==> src/rtl/apb_master_ctrl.sv <==
// APB4 master stage of the AXI-APB bridge.
// Takes one decoded single-beat request at a time, selects the target slave
// by address range, runs SETUP/ACCESS with wait states and a timeout, and
// returns read data and status over a valid/ready response channel.
//
// state  | meaning
// IDLE   | ready for a request (cmd_ready=1)
// SETUP  | psel driven, penable low, one cycle
// ACCESS | penable high, waiting on pready or timeout
// RESP   | rsp_valid high, waiting on rsp_ready
`timescale 1ns/1ps
module apb_master_ctrl #(
    parameter int          SLAVE_NUM      = 4,
    parameter logic [31:0] A_START_SLAVE0 = 32'h0000_0000,
    parameter logic [31:0] A_END_SLAVE0   = 32'h0000_0FFF,
    parameter logic [31:0] A_START_SLAVE1 = 32'h0000_1000,
    parameter logic [31:0] A_END_SLAVE1   = 32'h0000_1FFF,
    parameter logic [31:0] A_START_SLAVE2 = 32'h0000_2000,
    parameter logic [31:0] A_END_SLAVE2   = 32'h0000_2FFF,
    parameter logic [31:0] A_START_SLAVE3 = 32'h0000_3000,
    parameter logic [31:0] A_END_SLAVE3   = 32'h0000_3FFF,
    parameter int          TIMEOUT        = 16
) (
    input  logic                      pclk,
    input  logic                      preset_n,
    input  logic                      cmd_valid,
    output logic                      cmd_ready,
    input  logic [31:0]               cmd_addr,
    input  logic                      cmd_write,
    input  logic [31:0]               cmd_wdata,
    input  logic [3:0]                cmd_strb,
    input  logic [2:0]                cmd_prot,
    output logic                      rsp_valid,
    input  logic                      rsp_ready,
    output logic [31:0]               rsp_rdata,
    output logic [1:0]                rsp_err,
    output logic [SLAVE_NUM-1:0]      psel,
    output logic                      penable,
    output logic [31:0]               paddr,
    output logic                      pwrite,
    output logic [31:0]               pwdata,
    output logic [3:0]                pstrb,
    output logic [2:0]                pprot,
    input  logic [SLAVE_NUM-1:0]      pready,
    input  logic [32*SLAVE_NUM-1:0]   prdata,
    input  logic [SLAVE_NUM-1:0]      pslverr
);

    typedef enum logic [1:0] {IDLE, SETUP, ACCESS, RESP} state_t;

    localparam int CNT_W = (TIMEOUT > 1) ? $clog2(TIMEOUT) : 1;
    localparam logic [31:0] RANGE_LO [4] = '{A_START_SLAVE0, A_START_SLAVE1,
                                              A_START_SLAVE2, A_START_SLAVE3};
    localparam logic [31:0] RANGE_HI [4] = '{A_END_SLAVE0, A_END_SLAVE1,
                                              A_END_SLAVE2, A_END_SLAVE3};

    state_t             state, state_nxt;
    logic               dec_hit;
    logic [3:0]         dec_onehot;
    logic               pready_sel, pslverr_sel;
    logic [31:0]        prdata_sel;
    logic [CNT_W-1:0]   tmo_cnt;
    logic               tmo_hit;

    assign cmd_ready   = (state == IDLE);
    assign pready_sel  = |(pready & psel);
    assign pslverr_sel = |(pslverr & psel);
    assign tmo_hit     = (tmo_cnt == CNT_W'(TIMEOUT - 1));

    // Address decode; the range check is done as an unsigned offset compare, lowest index wins
    always_comb begin
        dec_hit    = 1'b0;
        dec_onehot = '0;
        for (int i = 3; i >= 0; i--) begin
            if (i < SLAVE_NUM &&
                (cmd_addr - RANGE_LO[i]) <= (RANGE_HI[i] - RANGE_LO[i])) begin
                dec_hit    = 1'b1;
                dec_onehot = '0;
                dec_onehot[i] = 1'b1;
            end
        end
    end

    // Read data of the slave currently selected (psel is one-hot while busy)
    always_comb begin
        prdata_sel = '0;
        for (int i = 0; i < SLAVE_NUM; i++) begin
            if (psel[i]) prdata_sel = prdata_sel | prdata[32*i +: 32];
        end
    end

    // State register
    always_ff @(posedge pclk or negedge preset_n) begin
        if (!preset_n) state <= IDLE;
        else           state <= state_nxt;
    end

    // Next-state logic
    always_comb begin
        state_nxt = state;
        case (state)
            IDLE:    if (cmd_valid) state_nxt = dec_hit ? SETUP : RESP;
            SETUP:   state_nxt = ACCESS;
            ACCESS:  if (pready_sel || tmo_hit) state_nxt = RESP;
            RESP:    if (rsp_ready) state_nxt = IDLE;
            default: state_nxt = IDLE;
        endcase
    end

    // Registered APB bus, response and timeout counter
    always_ff @(posedge pclk or negedge preset_n) begin
        if (!preset_n) begin
            psel      <= '0;
            penable   <= 1'b0;
            paddr     <= '0;
            pwrite    <= 1'b0;
            pwdata    <= '0;
            pstrb     <= '0;
            pprot     <= '0;
            rsp_valid <= 1'b0;
            rsp_rdata <= '0;
            rsp_err   <= 2'b00;
            tmo_cnt   <= '0;
        end else begin
            case (state)
                IDLE: begin
                    if (cmd_valid) begin
                        if (dec_hit) begin
                            psel    <= dec_onehot[SLAVE_NUM-1:0];
                            paddr   <= cmd_addr;
                            pwrite  <= cmd_write;
                            pprot   <= cmd_prot;
                            pwdata  <= cmd_write ? cmd_wdata : 32'h0;
                            pstrb   <= cmd_write ? cmd_strb : 4'h0;
                            tmo_cnt <= '0;
                        end else begin
                            rsp_valid <= 1'b1;
                            rsp_rdata <= '0;
                            rsp_err   <= 2'b11;
                        end
                    end
                end
                SETUP: penable <= 1'b1;
                ACCESS: begin
                    if (pready_sel) begin
                        psel      <= '0;
                        penable   <= 1'b0;
                        rsp_valid <= 1'b1;
                        rsp_rdata <= pwrite ? 32'h0 : prdata_sel;
                        rsp_err   <= pslverr_sel ? 2'b10 : 2'b00;
                    end else if (tmo_hit) begin
                        psel      <= '0;
                        penable   <= 1'b0;
                        rsp_valid <= 1'b1;
                        rsp_rdata <= '0;
                        rsp_err   <= 2'b10;
                    end else begin
                        tmo_cnt <= tmo_cnt + 1'b1;
                    end
                end
                RESP: if (rsp_ready) rsp_valid <= 1'b0;
                default: ;
            endcase
        end
    end

endmodule

==> config.mk <==
export PLATFORM = sky130hd
export DESIGN_NAME = apb_master_ctrl
export DESIGN_NICKNAME = d
export VERILOG_FILES = /design/src/rtl/apb_master_ctrl.sv
export SDC_FILE = /design/constraint.sdc
export NUM_CORES = 1
export LEC_CHECK = 0
export ABC_CLOCK_PERIOD_IN_PS = 2400
export BUFFER_PORTS_ARGS = -buffer_cell sky130_fd_sc_hd__buf_4
export CORE_ASPECT_RATIO = 0.9
export CORE_MARGIN = 2
export CORE_UTILIZATION = 41
export DETAILED_ROUTE_END_ITERATION = 8
export GPL_TIMING_DRIVEN = 1
export PLACE_DENSITY_LB_ADDON = 0.25
export SETUP_SLACK_MARGIN = 0.15
export SYNTH_ARGS = -nofsm -noshare
export SYNTH_HDL_FRONTEND = slang
export SYNTH_SLANG_ARGS = --single-unit
==> constraint.sdc <==
create_clock -name pclk -period 2.4 [get_ports pclk]
set_clock_uncertainty 0.15 [all_clocks]
set_input_delay 0.24 -clock pclk [delete_from_list [all_inputs] [get_ports pclk]]
set_output_delay 0.24 -clock pclk [all_outputs]
set_load 0.1 [all_outputs]
==> results of run 1 <==
Yosys cell counts, drive strengths merged, types with 2 or more instances:
| master | n |
|---|---|
| or4 | 9 |
| nor3 | 9 |
| nand4b | 2 |
| mux2 | 18 |
| inv | 14 |
| a22o | 34 |
| and2 | 16 |
| dfrtp | 118 |
| a221o | 3 |
| a21o | 2 |
| or3b | 2 |
| a2111oi | 2 |
| a221oi | 32 |
| nor4b | 3 |
| o21ai | 48 |
| o22ai | 3 |
| o211ai | 3 |
| xor2 | 2 |
| nor4 | 8 |
| a31oi | 3 |
| nand2 | 94 |
| buf | 12 |
| nand3 | 4 |
| o31ai | 3 |
| nand4 | 6 |
| a21oi | 7 |
| o21a | 3 |
| xnor2 | 3 |
| clkbuf | 32 |
| nor2 | 13 |
| ha | 7 |
| o2bb2ai | 35 |
| a32oi | 2 |
| nor3b | 3 |
| a22oi | 5 |
cell families after synthesis:
logic type	Yosys count	share of synthesized area, %
AOI/OAI and AO/OA	190	24.8
xor gates and xnor gates	5	0.747
adders and majority gates	7	1.49
buffers and inverters	58	4.18
DFF	118	50.4
muxes	18	3.46
and+or+nand+nor	176	14.9
final cells by class:
cell class	instances	area, um2	area share, %
clock inverter	7	93.8	0.835
timing repair buffer	497	4290	38.2
inverter	14	65.1	0.579
tap	193	241	2.15
multi-input combinational	396	3090	27.5
sequential	118	2960	26.3
clock buffer	25	495	4.41
critical path: stages:
cell and delay [ns]:
sky130_fd_sc_hd__buf_4 0.13, sky130_fd_sc_hd__or4_4 0.52, sky130_fd_sc_hd__or2_1 0.31, sky130_fd_sc_hd__o31a_1 0.30, sky130_fd_sc_hd__nor4b_4 0.32, sky130_fd_sc_hd__o21a_4 0.20
sky130_fd_sc_hd__o311ai_4 0.13, sky130_fd_sc_hd__buf_4 0.17, sky130_fd_sc_hd__buf_12 0.14, sky130_fd_sc_hd__buf_12 0.12, sky130_fd_sc_hd__buf_16 0.13, sky130_fd_sc_hd__o21ai_2 0.13
placed cells by master, fill, tap and decap left out, drive strengths merged, types with 13 or more instances in the layout:
cell / Yosys / layout
a221oi: 32 / 32
a22o: 34 / 34
and2: 16 / 16
buf: 12 / 409
clkbuf: 32 / 25
dfrtp: 118 / 118
dlygate4sd3: 0 / 88
inv: 14 / 14
mux2: 18 / 18
nand2: 94 / 94
nor2: 13 / 13
o21ai: 48 / 48
o2bb2ai: 35 / 35
state kept, by name, indices dropped and copies added (netlist names):
name / flops
paddr: 32
pwdata: 32
rsp_rdata: 32
psel: 4
pstrb: 4
tmo_cnt: 4
pprot: 3
rsp_err: 2
state: 2
penable: 1
pwrite: 1
rsp_valid: 1
timing repair:
action,4_1_cts,5_1_grt
buffers inserted,13,5
endpoints found under the hold margin,100,0
hold buffers,88,0
gates resized for setup,102,27
setup endpoints to repair,116,116
pin swaps,34,10
cloned,8,0
power by group through the flow:
stage	Clock (mW)	Combinational [mW]	Sequential (mW)
detailed placement	0	2.17	2.24
CTS	2.54	2.39	2.21
finish	2.52	2.44	2.21
floorplan	0	0.914	2.67
global route	2.65	2.59	2.22
global placement	0	2.12	2.24
layer usage:
| metal | wire (um) | vias up | part of all wire (%) | track usage [%] |
|---|---|---|---|---|
| met4 | 1390 | 0 | 5.2 | 17.4 |
| li1 | - | 3101 | - | - |
| met1 | 9800 | 3494 | 36 | 39.8 |
| met5 | 0 | - | 0 | 0 |
| met3 | 2100 | 113 | 7.8 | 8.94 |
| met2 | 13600 | 407 | 51 | 59.2 |
per-stage QoR:
stage	std cells	TNS, ns	hold WS [ns]	utilization [%]
final	1250	-20.89	0.0110	80.2
after global routing	1250	-30.23	0.0208	80.2
after CTS	1245	-14.66	0.00125	79.1
after detailed placement	1104	-79.30	0.0524	64.2
after global placement	1104	-74.41	0.0469	64.2
after floorplan	572	-39.01	-0.206	-
worst min path at each step:
stage,startpoint,endpoint,slack [ns],cells after the start
after floorplan,preset_n,paddr[0],-0.21,0
after global placement,preset_n,paddr[29],0.05,1
after detailed placement,preset_n,paddr[7],0.05,1
after CTS,prdata[26],rsp_rdata[26],0.001,3
after global routing,prdata[113],rsp_rdata[17],0.02,3
final,prdata[20],rsp_rdata[20],0.01,3
==> results list, run 1 <==
- Routability congestion estimate: 0.914
* Worst skew pair latency: 0.41 ns
- TritonCTS built the clock tree.
- Flops & latches, synth: 118
- Starting utilization of the core area: 41.9%
- The first routing iteration left 379 violations.
- The H-tree was split into 4 levels.
- The setup check on the worst reg-to-reg path leaves a slack of 0.27 ns.
- Fraction of layout instances using a drive strength above 1: 49.3%
- Top-level I/O count: 325
* Buffer depth of the longest clock path: 2
- Relative to the synthesized area, the layout overhead comes to 91.7%.
- After synthesis, the share of flip-flops with an asynchronous set or reset is 100%.
- In this run, synthesis inferred 0 flip-flops with an integrated enable.
- The synthesized netlist contains 53 unique library cells.
- In this run the worst setup path begins at cmd_addr[15].
* Kind of critical path: input pin to flip-flop
- Required time worst endpoint: 2.58 ns
* Reg-to-reg critical path endpoint: rsp_rdata[27]
* Sequential Power Share: 30.8%
- The number of antenna violations at the first check in global routing was 0.
* Setup violators final: 112
- The number of antenna diodes in the final layout is 0.
* Fraction of post-synthesis cell area in the top cell type by area: 50.4%
- After synthesis the cells add up to 5860 um2.
- CTS saw 118 sinks.
* Overall Power: 7.17 mW
* Worst Setup End Kind: flip-flop
- Total leakage power: 5.41 nW
* Area after DPL: 8990 um2
- Overall die area: 15,300 um2
- The number of endpoints with negative hold slack in the final report came to 0.
- Synthesis produced a netlist whose cell count is 572.
- Cts bufs inserted: 17
* Number of buffers inserted by port buffering: 324
- Initial DRT Pass Iterations: 5
- The smallest clock period supported by the final layout is computed as 2.67 ns.
* RSZ-0062 raised after global routing: true
- Post-Synthesis Net Count: 791
- sky130_fd_sc_hd__dfrtp_1 takes more of the synthesized area than any other cell.
* Die height: 117 um
- In this run, the combinational gates consume 34.0% of the power.
- Ranked by total cell area, the synthesized netlist is headed by sky130_fd_sc_hd__dfrtp_1, sky130_fd_sc_hd__nand2_1, sky130_fd_sc_hd__o2bb2ai_1, sky130_fd_sc_hd__a22o_1, sky130_fd_sc_hd__a221oi_1.
- Overall die width: 130 um
- The clock network accounts for 35.2% of the total power.
- After layout, the worst setup slack is -0.274 ns.
* Aggregate global-route resource usage: 34.7%
- Worst slew slack as a fraction of its limit: 68.3%
- After detailed routing, the number of remaining DRC violations is 0.
- Total via count in the routed design: 7,115
- Dividing the detail-routed wire length by the instance count gives 21.5 um.
* Sequential element share of the synthesized area: 50.4%
- For this run, the post-layout net count is 1,263.
- Maximum clock frequency: 374 MHz
* Vias in the first global route: 7,526
* Net switching power: 2.47 mW
- Each instance of the synthesized netlist takes up on average 10.2 um2.
* Setup Slack @ Placement: -0.794 ns
- Arrival @ worst endpoint: 2.86 ns
- In this run the remaining antenna-violating nets after routing total 0.
- Fill cells in the final layout number 823.
- With fillers left out, the area of the finished cells amounts to 11,200 um2.
* Pin count of the biggest net entering global routing: 52
- Outcome: complete, but fails checks
- CTS Root Buffer Type: sky130_fd_sc_hd__clkbuf_16
- Final worst-path cycle share: 111%
- Via density per instance: 5.69
* Worst-margin pin slew: 0.476 ns
- Sw Share: 34.5%
- For this run, the number of Yosys warnings is 0.
- Global routing finished with a remaining overflow of 0.
* Critical Path End: pstrb[1]
* Slew Limit Fails: 0
- Max-cap violations: 0
- Clock-pin slew was measured on the worst setup and hold paths at 0.05 ns.
- The checks that failed: negative setup slack.
- Register-to-Register Path Depth: 5
* Path category of the worst min-delay check: input pin to flip-flop
- Across the VDD grid, the largest voltage drop is 0.516 mV.
- Post-detailed-routing wire length: 26.9 mm
* Number of cell rows: 41
- FF-to-FF Start: psel[1]
- Global-route wire length before repair: 40.7 mm
- Post-detailed-placement half-perimeter wirelength: 16.1 mm
- Internal power contribution: 4.70 mW
- Power spread over the standard cell area amounts to 638 nW/um2.
* Crit path launch type: input pin
- For this run, the leading register cell type out of synthesis is sky130_fd_sc_hd__dfrtp_1.
- Of all nets on the critical path, the largest fanout is 5.
* Core footprint: 14,000 um2
No activity file was read; power rests on OpenSTA's default activity.
==> inputs of run 2 (changes only) <==
--- a/config.mk
+++ b/config.mk
@@ -9,11 +9,10 @@
 export BUFFER_PORTS_ARGS = -buffer_cell sky130_fd_sc_hd__buf_4
 export CORE_ASPECT_RATIO = 0.9
 export CORE_MARGIN = 2
-export CORE_UTILIZATION = 41
+export CORE_UTILIZATION = 40
 export DETAILED_ROUTE_END_ITERATION = 8
 export GPL_TIMING_DRIVEN = 1
 export PLACE_DENSITY_LB_ADDON = 0.25
-export SETUP_SLACK_MARGIN = 0.15
 export SYNTH_ARGS = -nofsm -noshare
 export SYNTH_HDL_FRONTEND = slang
 export SYNTH_SLANG_ARGS = --single-unit
==> results list, run 2 (synthesis results as in run 1) <==
- Via density per instance: 5.86 (+2.9%)
- The actual slew at the worst max-slew pin was 0.600 ns (+0.124 ns).
* RSZ-0062 raised after global routing: true
* Path category of the worst min-delay check: input pin to flip-flop
* Routed WL per cell: 24.1 um (+12%)
- The total placed cells including tap cells came to 1,112 (+0.72%).
- Final hold viol count: 1 (+1)
- The detailed-route via count is 7,475 (+5.1%).
* Routability congestion estimate: 0.937 (+2.6%)
- Number of antenna violations at the first check in global routing: 0 (unchanged)
- The number of global-route vias before repair came to 7,547 (+0.28%).
- The number of filler cells placed in the layout is 754 (-8.4%).
* Clock network fraction of design power: 33.8% (-1.4 points)
- The worst hold slack was -0.00101 ns (-0.0120 ns).
- Aggregate global-route resource usage: 33.8% (-0.80 points)
* Combined buffer and inverter count along the critical path: 6 (+1)
- Top-level I/O count: 325 (unchanged)
- Post-route setup slack: -0.371 ns (-0.0974 ns)
- The critical path arrival was 2.91 ns (+0.05 ns).
* DRC violations left: 0 (unchanged)
* Maximum clock frequency: 361 MHz (-3.5%)
- Cts bufs inserted: 17 (unchanged)
- The maximum number of pins on one net before global-route repair was 40 (-23%).
* Crit path max-delay family: simple AND/OR/NAND/NOR gates
* CTS Root Buffer Type: sky130_fd_sc_hd__clkbuf_16
- Maximum ir drop on the vdd rail: 0.591 mV (+14%)
- Number of clock sinks: 118 (unchanged)
- The cell internal power dissipation is 4.75 mW (+1.0%).
- The first-pass GRT wire length came to 41.4 mm (+1.8%).
* Count of nets left with antenna violations after detail routing: 0 (unchanged)
* Commonest cells after routing, fill and taps aside: sky130_fd_sc_hd__buf_4, sky130_fd_sc_hd__dfrtp_1, sky130_fd_sc_hd__dlygate4sd3_1, sky130_fd_sc_hd__nand2_1, sky130_fd_sc_hd__a22o_1
- The fraction of the core area covered by cells at the end of the flow is 83.4% (+3.2 points).
- The time the final worst path needs with I/O delays and setup came to 2.77 ns (+0.0974 ns).
- Compared with the post-synthesis result, the final layout area differs by 101%.
* Post-detailed-routing wire length: 30.8 mm (+14%)
* Buffer depth of the longest clock path: 2 (unchanged)
- Total power divided by cell area: 623 nW/um2 (-2.4%)
* Number of cell rows: 41 (unchanged)
- Area used by multi-input combinational logic: 3350 um2 (+8.3%)
* Comb pwr share: 36.1% (+2.1 points)
- Overall die width: 132 um (+1.2%)
* Largest registers in the final layout: paddr (32), pwdata (32), rsp_rdata (32)
* Largest fanout on the critical path: 7 (+2)
- Slowest library cell on the worst path: sky130_fd_sc_hd__or4b_1
- Max stage delay on crit path: 0.47 ns (-0.05 ns)
- Leaving out fill and tap cells, the most frequent cell in the layout is sky130_fd_sc_hd__buf_4.
* Clock tree from TritonCTS: done
- The total of buffers placed on input and output ports was 324 (unchanged).
- The critical path in this run is classified as input pin to flip-flop.
- Clock slew seen by the registers of the worst setup and hold paths: 0.06 ns (about the same)
* Required time worst endpoint: 2.54 ns (-0.04 ns)
* Worst skew pair latency: 0.42 ns (about the same)
- The starting density of the core was 41.4% (-0.45 points).
* Setup violators final: 114 (+1.8%)
- The final net count is 1,289 (+2.1%).
- Max-cap violations: 0 (unchanged)
* Maximum level of the CTS H-tree: 4 (unchanged)
- The cell leakage power came to 5.62 nW (+4.0%).
- Crit path launch type: input pin
* Failing checks: negative hold slack, negative setup slack
* Antenna diode count: 0 (unchanged)
* Reg area: 2960 um2 (unchanged)
* Sequential Power Share: 30.2% (-0.6 points)
- The iteration count of the initial detailed-routing pass came to 5 (unchanged).
* Most used cell, CP: sky130_fd_sc_hd__buf_12
- The area of the die was 15,600 um2 (+2.4%).
* Final worst-path cycle share: 115% (+4.1 points)
- Worst slew slack as a fraction of its limit: 60.0% (-8.3 points)
- Final global-route overflow total: 0 (unchanged)
* Drt initial violations: 628 (+66%)
- Post-detailed-placement half-perimeter wirelength: 16.7 mm (+3.7%)
* Slew Limit Fails: 0 (unchanged)
- The placeable core region was 14,200 um2 (+1.1%).
* Sw Share: 35.5% (+1.0 points)
- The number of cells in the finished layout apart from fillers came to 1,276 (+2.1%).
* Worst Setup End Kind: flip-flop
- The overall die height is 119 um (+1.2%).
* Fraction of layout instances using a drive strength above 1: 55.2% (+5.9 points)
- Outcome: complete, but fails checks
- Net switching power: 2.61 mW (+5.7%)
- Walking the worst path, the cells encountered are buf_12, buf_6, nor4b_4, or4b_1, or4_4, a2111oi_4, buf_4, o311ai_4, buf_12, buf_12, clkbuf_16, nand2_2, o21ai_1.
-- run 2: changes by cell type in the layout (fill, tap and decap cells not counted), moves of 9 or more --
cell	previous run	this run
sky130_fd_sc_hd__and2_1	13	0
sky130_fd_sc_hd__o21ai_2	16	28
sky130_fd_sc_hd__nand2_4	6	24
sky130_fd_sc_hd__dlygate4sd3_1	88	97
sky130_fd_sc_hd__nand2_1	84	55
sky130_fd_sc_hd__and2_4	3	16
sky130_fd_sc_hd__nand2_2	4	15
-- run 2: worst min-delay path: stages --
cell,delay [ns]
sky130_fd_sc_hd__buf_4,0.08
sky130_fd_sc_hd__a221oi_1,0.07
sky130_fd_sc_hd__o2bb2ai_2,0.13
-- run 2: through the flow --
stage	setup TNS (ns)	area [um2]	power (mW)	worst slack (ns)
finish	-31.71	11800	7.36	-0.371
floorplan	-39.01	6030	3.58	-0.441
CTS	-17.21	11200	7.16	-0.235
detailed placement	-79.68	9050	4.44	-0.831
global route	-41.18	11800	7.62	-0.449
global placement	-74.39	9050	4.37	-0.771
-- run 2: power groups by stage --
stage	combinational [mW]	sequential [mW]	clock [mW]
final	2.65	2.22	2.49
after global routing	2.79	2.23	2.59
after CTS	2.47	2.22	2.47
after detailed placement	2.19	2.24	0
after global placement	2.13	2.24	0
after floorplan	0.914	2.67	0
-- run 2: path summary, 6_finish.rpt --
| check | from | endpoint | slack (ns) | cells past startpoint |
|---|---|---|---|---|
| max | cmd_addr[14] | pwdata[28] | -0.37 | 13 |
| min | prdata[110] | rsp_rdata[14] | -0.001 | 3 |
| max reg2reg | psel[1] | rsp_rdata[11] | 0.15 | 5 |
| min reg2reg | rsp_rdata[1] | rsp_rdata[1] | 0.34 | 1 |
| max in group asynchronous | preset_n | psel[1] | 1.17 | 3 |
| min in group asynchronous | preset_n | pwdata[24] | 0.24 | 2 |
-- run 2: layout make-up --
| class | count | area share (%) |
|---|---|---|
| timing repair buffer | 523 | 39.1 |
| sequential | 118 | 25.0 |
| inverter | 14 | 0.572 |
| tap | 193 | 2.04 |
| multi-input combinational | 396 | 28.3 |
| clock inverter | 7 | 0.583 |
| clock buffer | 25 | 4.28 |
-- run 2: what timing repair did --
item                                    4_1_cts  5_1_grt
hold endpoints to repair                    113        0
endpoints found under the setup margin      115      115
hold buffers                                 97        0
pin swaps                                    27       44
setup buffers                                11       10
gates cloned                                 10        6
gates resized for setup                     106      108
-- run 2: routing by layer --
metal / part of all wire (%) / track usage (%) / routed length [um]
met3: 8.0 / 9.75 / 2460
met1: 35 / 37.2 / 10900
met2: 51 / 61.3 / 15800
met4: 5.4 / 14.0 / 1650
met5: 0 / 0 / 0
